$ cat config.mk
export PLATFORM = sky130hd
export DESIGN_NAME = mc_core
export DESIGN_NICKNAME = d
export VERILOG_FILES = /design/src/rtl/mc_core_pkg.sv /design/src/rtl/mc_regfile.sv /design/src/rtl/mc_core.sv
export SDC_FILE = /design/constraint.sdc
export NUM_CORES = 2
export LEC_CHECK = 0
export ABC_AREA = 1
export BUFFER_PORTS_ARGS = -buffer_cell sky130_fd_sc_hd__clkbuf_2
export CAP_MARGIN = 25
export CELL_PAD_IN_SITES_DETAIL_PLACEMENT = 0
export CELL_PAD_IN_SITES_GLOBAL_PLACEMENT = 1
export CORE_MARGIN = 4
export CORE_UTILIZATION = 45
export CTS_BUF_LIST = sky130_fd_sc_hd__clkbuf_8
export DETAILED_ROUTE_END_ITERATION = 10
export GPL_ROUTABILITY_DRIVEN = 0
export MAX_ROUTING_LAYER = met4
export PLACE_DENSITY = 0.77
export SLEW_MARGIN = 20
export SYNTH_ARGS = -nofsm -noshare
export SYNTH_HDL_FRONTEND = slang
export SYNTH_HIERARCHICAL = 1
export SYNTH_SLANG_ARGS = --single-unit
$ cat constraint.sdc
create_clock -name clk -period 27.2 [get_ports clk]
set_clock_uncertainty 0.15 [all_clocks]
set_input_delay 8.16 -clock clk [delete_from_list [all_inputs] [get_ports clk]]
set_output_delay 8.16 -clock clk [all_outputs]
set_load 0.005 [all_outputs]
$ cat src/rtl/mc_core_pkg.sv
// Shared types for the multicycle core: FSM state encoding, opcode map and field widths.
package cpu_package;

  localparam int unsigned WORD_WIDTH = 16;
  localparam int unsigned OP_WIDTH   = 3;

  typedef enum logic [2:0] {
    StIdle,
    StFetch,
    StDec,
    StExec,
    StWb,
    StHalt
  } Type_pipeline_state;

  typedef enum logic [OP_WIDTH-1:0] {
    OpNop  = 3'd0,
    OpLdi  = 3'd1,
    OpMov  = 3'd2,
    OpAdd  = 3'd3,
    OpSub  = 3'd4,
    OpAnd  = 3'd5,
    OpBnz  = 3'd6,
    OpHalt = 3'd7
  } Type_opcode;

endpackage

$ cat src/rtl/mc_regfile.sv
// Register file: two combinational operand reads, one debug read, one synchronous write.
module mc_regfile #(
  parameter int unsigned NUM_REGS   = 8,
  parameter int unsigned WORD_WIDTH = 16,
  localparam int unsigned AW        = $clog2(NUM_REGS)
) (
  input  logic                  clk,
  input  logic                  reset,
  input  logic                  we,
  input  logic [AW-1:0]         waddr,
  input  logic [WORD_WIDTH-1:0] wdata,
  input  logic [AW-1:0]         raddr_a,
  input  logic [AW-1:0]         raddr_b,
  output logic [WORD_WIDTH-1:0] rdata_a,
  output logic [WORD_WIDTH-1:0] rdata_b,
  input  logic [AW-1:0]         dbg_sel,
  output logic [WORD_WIDTH-1:0] dbg_rdata
);

  logic [WORD_WIDTH-1:0] rf [NUM_REGS];

  always_ff @(posedge clk or posedge reset) begin
    if (reset) begin
      for (int unsigned i = 0; i < NUM_REGS; i++) rf[i] <= '0;
    end else if (we) begin
      rf[waddr] <= wdata;
    end
  end

  assign rdata_a   = rf[raddr_a];
  assign rdata_b   = rf[raddr_b];
  assign dbg_rdata = rf[dbg_sel];

endmodule

$ cat src/rtl/mc_core.sv
// Multicycle CPU core: loadable instruction memory, 4-cycle FETCH/DEC/EXEC/WB loop,
// conditional branch, halt/restart control and debug register visibility.
module mc_core #(
  parameter int unsigned WORD_WIDTH = cpu_package::WORD_WIDTH,
  parameter int unsigned NUM_REGS   = 8,
  parameter int unsigned IMEM_DEPTH = 32,
  parameter int unsigned CNT_WIDTH  = 16,
  localparam int unsigned REG_AW    = $clog2(NUM_REGS),
  localparam int unsigned PC_W      = $clog2(IMEM_DEPTH)
) (
  input  logic                  clk,
  input  logic                  reset,
  input  logic                  imem_we,
  input  logic [PC_W-1:0]       imem_waddr,
  input  logic [WORD_WIDTH-1:0] imem_wdata,
  input  logic                  start,
  input  logic [REG_AW-1:0]     dbg_sel,
  output logic [WORD_WIDTH-1:0] dbg_rdata,
  output logic                  busy,
  output logic                  halted,
  output logic [PC_W-1:0]       pc,
  output logic [CNT_WIDTH-1:0]  retired
);
  import cpu_package::*;

  localparam int IMM_W = int'(WORD_WIDTH) - int'(OP_WIDTH) - 2 * int'(REG_AW);

  if (IMM_W < int'(PC_W)) begin : g_bad_params
    $error("mc_core: immediate field narrower than program counter");
  end

  Type_pipeline_state state_q, state_d;

  logic [WORD_WIDTH-1:0] imem [IMEM_DEPTH];
  logic [WORD_WIDTH-1:0] ir_q;
  logic [PC_W-1:0]       pc_q;
  logic [CNT_WIDTH-1:0]  retired_q;
  Type_opcode            op_q;
  logic [WORD_WIDTH-1:0] a_q, b_q, result_q, alu;
  logic                  take_q, take;

  logic [OP_WIDTH-1:0] ir_op;
  logic [REG_AW-1:0]   ir_rd, ir_rs;
  logic [IMM_W-1:0]    ir_imm;
  logic                idle_like, rf_we;
  logic [WORD_WIDTH-1:0] rdata_a, rdata_b;

  assign ir_op  = ir_q[WORD_WIDTH-1 -: OP_WIDTH];
  assign ir_rd  = ir_q[WORD_WIDTH-OP_WIDTH-1 -: REG_AW];
  assign ir_rs  = ir_q[WORD_WIDTH-OP_WIDTH-REG_AW-1 -: REG_AW];
  assign ir_imm = ir_q[IMM_W-1:0];

  assign idle_like = (state_q == StIdle) || (state_q == StHalt);

  // Program memory is writable only while the core is not executing.
  always_ff @(posedge clk or posedge reset) begin
    if (reset) begin
      for (int unsigned i = 0; i < IMEM_DEPTH; i++) imem[i] <= '0;
    end else if (imem_we && idle_like) begin
      imem[imem_waddr] <= imem_wdata;
    end
  end

  always_ff @(posedge clk or posedge reset) begin
    if (reset) state_q <= StIdle;
    else       state_q <= state_d;
  end

  always_comb begin
    state_d = state_q;
    case (state_q)
      StIdle:  if (start) state_d = StFetch;
      StFetch: state_d = StDec;
      StDec:   state_d = StExec;
      StExec:  state_d = StWb;
      StWb:    state_d = (op_q == OpHalt) ? StHalt : StFetch;
      StHalt:  if (start) state_d = StFetch;
      default: state_d = StIdle;
    endcase
  end

  always_comb begin
    alu = '0;
    case (op_q)
      OpLdi:   alu = WORD_WIDTH'(ir_imm);
      OpMov:   alu = b_q;
      OpAdd:   alu = a_q + b_q;
      OpSub:   alu = a_q - b_q;
      OpAnd:   alu = a_q & b_q;
      default: alu = '0;
    endcase
  end

  assign take = (op_q == OpBnz) && (a_q != '0);

  always_ff @(posedge clk or posedge reset) begin
    if (reset) begin
      pc_q      <= '0;
      retired_q <= '0;
      ir_q      <= '0;
      op_q      <= OpNop;
      a_q       <= '0;
      b_q       <= '0;
      result_q  <= '0;
      take_q    <= 1'b0;
    end else begin
      case (state_q)
        StIdle, StHalt: begin
          if (start) begin
            pc_q      <= '0;
            retired_q <= '0;
          end
        end
        StFetch: ir_q <= imem[pc_q];
        StDec: begin
          op_q <= Type_opcode'(ir_op);
          a_q  <= rdata_a;
          b_q  <= rdata_b;
        end
        StExec: begin
          result_q <= alu;
          take_q   <= take;
        end
        StWb: begin
          // HALT keeps pc on the halt instruction; sequential pc wraps at IMEM_DEPTH.
          if (take_q)                pc_q <= ir_imm[PC_W-1:0];
          else if (op_q != OpHalt)   pc_q <= pc_q + PC_W'(1);
          if (retired_q != '1)       retired_q <= retired_q + CNT_WIDTH'(1);
        end
        default: ;
      endcase
    end
  end

  assign rf_we = (state_q == StWb) &&
                 (op_q == OpLdi || op_q == OpMov || op_q == OpAdd ||
                  op_q == OpSub || op_q == OpAnd);

  mc_regfile #(
    .NUM_REGS   (NUM_REGS),
    .WORD_WIDTH (WORD_WIDTH)
  ) u_regfile (
    .clk       (clk),
    .reset     (reset),
    .we        (rf_we),
    .waddr     (ir_rd),
    .wdata     (result_q),
    .raddr_a   (ir_rd),
    .raddr_b   (ir_rs),
    .rdata_a   (rdata_a),
    .rdata_b   (rdata_b),
    .dbg_sel   (dbg_sel),
    .dbg_rdata (dbg_rdata)
  );

  assign busy    = (state_q == StFetch) || (state_q == StDec) ||
                   (state_q == StExec)  || (state_q == StWb);
  assign halted  = (state_q == StHalt);
  assign pc      = pc_q;
  assign retired = retired_q;

endmodule

; Yosys cells after proc, flatten, opt, wreduce, memory -nomap -nowiden
; Cells that the tools add are included.
[word_totals]
elab_cells = 131
register_bits = 732
out_inout_bits = 39
input_bits = 28
[op_classes]
eq_ne = 17
muxes = 29
n_addsub = 4
n_bitwise = 6
reduce_logical = 19
magnitude_cmp = 7
[ops]
columns = cell, n
row1 = $bwmux W512, 1
row2 = $mux W16, 12
row3 = $bmux W16 S3, 3
row4 = $bwmux W128, 1
row5 = $bmux W16 S5, 1
row6 = $demux W16 S5, 1
row7 = $pmux W16 S5, 1
row8 = $demux W16 S3, 1
row9 = $pmux W16 S2, 1
row10 = $eq A3 B3 Y1 const B, 6
row11 = $add A16 B1 Y16 const B, 1
row12 = $add A16 B16 Y16, 1
row13 = $and A16 B16 Y16, 1
row14 = $ne A16 B16 Y1 const B, 1
row15 = $reduce_bool A16 Y1, 1
row16 = $sub A16 B16 Y16, 1
row17 = $mux W5, 3
row18 = $pmux W3 S5, 1
row19 = $eq A3 B2 Y1 const B, 4
row20 = $ge A4 B4 Y1 const B, 3
row21 = $ge A6 B6 Y1 const B, 2
row22 = $not A3 Y4, 3
row23 = $not A5 Y6, 2
row24 = $pmux W5 S2, 1
row25 = other kinds (14), 29

; Depth between registers and ports, before layout
[logic_depth]
word_depth = 6
ltp_mapped = 24
depth_no_buf = 24

; Modules after synthesis
; Netlist, hierarchy kept.
[by_module_without_submodules]
columns = mod, instances, seq_area_each_um2, area_each_um2, cells_per_inst
row1 = mc_core, 1, 15114.5, 28277.1, 3453
row2 = mc_regfile, 1, 3203.1, 8718.4, 1464

; Worst setup path after synthesis
; Ideal clock, no wire load.
[synth_timing]
path_kind = input to output
startpoint = in dbg_sel[2]
endpoint = out dbg_rdata[10]
stages = 5
slack_ns = 10.032
arrival_time_ns = 8.858
cell_sequence = buf_2 -> inv_1 -> clkbuf_1 -> nand2_1 -> nand2_1
[synth_via]
elab_chain_len = 4
[synth_lines]
columns = element, line_no
row1 = "start, declared", mc_core.sv:17  ; input logic [REG_AW-1:0] dbg_sel,
row2 = $not A3 Y4 (implied by the code), mc_regfile.sv:32  ; assign dbg_rdata = rf[dbg_sel];
row3 = $bmux W16 S3, mc_regfile.sv:32
row4 = $mux W16 (implied by the code) (2 in a row), mc_regfile.sv:32
row5 = "end, declared", mc_core.sv:18  ; output logic [WORD_WIDTH-1:0] dbg_rdata,
; Every way passes these cells. The select of a mux whose other input is x is not followed.

; Final worst setup path
[layout_timing]
startpoint = in dbg_sel[0]
endpoint = out dbg_rdata[0]
; The elaborated chain is that of the path after synthesis.

==> results.ini <==
[run_status]
outcome=finished, final reports clean

[clocking]
cts_max_path_buffers=3
cts_hold_buf=0
path_clk_slew_ns=0.06
clk_latency_ns=0.81
root_buffer=clkbuf_8
cts_setup_buffers=0
cts_max_level=4
cts_sinks=732
cts_buffers=134
tritoncts=yes
ctsResizeCount=0

[yosys]
async_flop_share_pct=100
synth_top_area_share_pct=49.5
ys.flop_type=dfrtp_1
synthTopCellsByArea=dfrtp_1 (50%), nand2_1 (16%), o21ai_0 (12%)
yosysWarnings=6
synth_area_per_cell_um2=7.52
synthDistinctLibCells=46
synth_most_common_cell=nand2_1
syn_nets=4965
post-synth-top-area-cell=dfrtp_1
yosysSeqAreaShare_pct=49.5
syn_inst=4917
ys_seq_elements=732
ys_top_cells_by_count=nand2_1 (1579), o21ai_0 (854), dfrtp_1 (732), nor2_1 (365), nand3_1 (290)
synth_edf_count=0
synth_area_mm2=0.0370

[setup_path]
cp_slowest_cell=clkinv_2
cp-startpoint=dbg_sel[0]
crit_top_cell=nand2_1
required_ns=18.89
worstSetupPathType=in2out
cp-end-kind=output port
critPathMaxStageDelay_ns=0.96
r2r-start=pc[0]$_DFFE_PP0P_
crit_chain=clkbuf_2 > buf_4 > clkinv_2 > nand2_1 > nand3_1 > nand2_1 > nand2_1 > nand2_1 > clkbuf_2
start_kind=input pin
worstPathMaxFanout=65
cp.arrival_ns=10.64

[sta]
finalHoldViolCount=0
setup_tns_ns=0
max_freq_mhz=52.8
drv_slew=0
finalHoldWorstSlack_ns=0.325
min_period_ns=18.95
slew_headroom_pct=24.5
rsz0062_at_grt=no
tightest_slew_ns=1.13
finalSetupViolCount=0
min_period_over_period_pct=69.7

[drt]
wl_um=118000
drt_iter0_drc=2776
antenna_left=0
routedWlPerCell_um=19.7
post-route-drc-count=0
vias_per_cell=5.46
dr.pass1.iters=7
via_count=32600

[global_routing]
grtUsageMet1_pct=37.5
grt_pass1_vias=31500
grt.busiest_layer=met2
met3_usage_pct=3.74
gr-total-overflow=0
grt_pass1_wl_um=186000
grt_use_met2_pct=43.7
grt_max_degree=193
grt_usage_pct=28.1
antenna_found_initial=4

[job]
max-cap-violations=0

[die]
io_pins=67
dieArea_mm2=0.0869
fp.dieH_um=295
start_util_pct=45.6
dieWidth_um=295
rows=104
coreArea_mm2=0.0811

[final_layout]
area_growth_pct=9.25
final_layout_size_suffix_gt1_share_pct=7.89
nNetsFinal=4864
fillCellCount=8203
fin_util_pct=49.9

[place]
dpl.hpwl_um=69100
io_buffer_count=66

[worst_hold_path]
worst_hold_path_type=reg2reg
min_from=imem[216]$_DFFE_PP0P_

[power]
max-vdd-ir-drop_mv=0.0916
p_total_w=0.00405
power_leakage_nw=19.9
cellPowerDensity_mw_per_mm2=100

==> worst max-delay path: cells and delay by family <==
kind                   cells  cell delay [ns]
buffers and inverters      4             1.74
AND/OR/NAND/NOR            5             0.68
==> cell usage in the layout (no fill, tap or decap), types with 30 or more instances in the layout <==
cell      Yosys  layout
inv_1       265     299
buf_4         2      48
nand2_1    1579    1577
o21ai_1     116     116
nor2_1      365     364
clkbuf_2     15      67
nand2_2      28      30
a21oi_1      58      58
clkbuf_8      0     174
o21ai_0     854     854
dfrtp_1     732     727
o22ai_1      64      64
nand3_1     290     289
o211ai_1     67      67
==> kinds of logic (layout without fill, tap and decap cells) <==
family                   after synthesis  after routing  share of synthesized area, %
AO/OA/AOI/OAI                       1192           1192                          17.0
flip-flops                           732            732                          49.5
XOR/XNOR                              21             21                         0.497
buffers and inverters                633            632                          6.93
other                                  0              3                             0
adder cells (fa/ha/maj)               20             20                         0.697
AND/OR/NAND/NOR                     2319           2319                          25.3
==> final timing paths <==
path | to | slack [ns] | cells after the start
setup reg to reg | ir_q[7]$_DFFE_PP0P_ | 23.64 | 8
setup / recovery | dbg_rdata[0] | 8.25 | 9
hold reg to reg | imem[216]$_DFFE_PP0P_ | 0.32 | 2
hold / removal | imem[216]$_DFFE_PP0P_ | 0.32 | 2
max in group asynchronous | pc[1]$_DFFE_PP0P_ | 17.90 | 3
min in group asynchronous | u_regfile/rf[82]$_DFFE_PP0P_ | 7.34 | 2
==> registers in the layout, summed over array words and instances, names as in the netlist <==
signal and flops:
imem 512, u_regfile/rf 128, a_q 16, b_q 16, ir_q 16, result_q 16, retired 16, pc 5
op_q 3, state_q 3, take_q 1
==> routing by layer <==
metal	routed length, um	vias to the layer above	share of wire, %
li1	-	15800	-
met1	53800	15700	46
met2	54600	836	46
met3	5150	220	4.4
met4	4490	0	3.8
met5	0	-	0
==> stage by stage <==
step / setup slack [ns] / instance area (um2) / instances
2_1_floorplan: 1.98 / 37000 / 4917
3_3_place_gp: 8.71 / 37600 / 5738
3_5_place_dp: 8.64 / 37600 / 5738
4_1_cts: 8.63 / 40400 / 5974
5_1_grt: 8.01 / 40400 / 5978
6_report: 8.25 / 40400 / 5979
==> layout make-up <==
type	count	area, um2	area share [%]
Clock inverter	62	377	0.932
Timing Repair Buffer	120	796	1.97
Antenna cell	3	7.51	0.0186
Sequential cell	732	18300	45.4
Clock buffer	174	2390	5.93
Tap cell	1060	1330	3.28
Multi-Input combinational cell	3552	16100	39.9
Inverter	276	1050	2.61
==> power by group <==
part	switching [W]	internal, W
Sequential	0.000162	0.00137
Combinational	0.000974	0.000459
Clock	0.000487	0.000595
No activity file was read; power rests on OpenSTA's default activity.
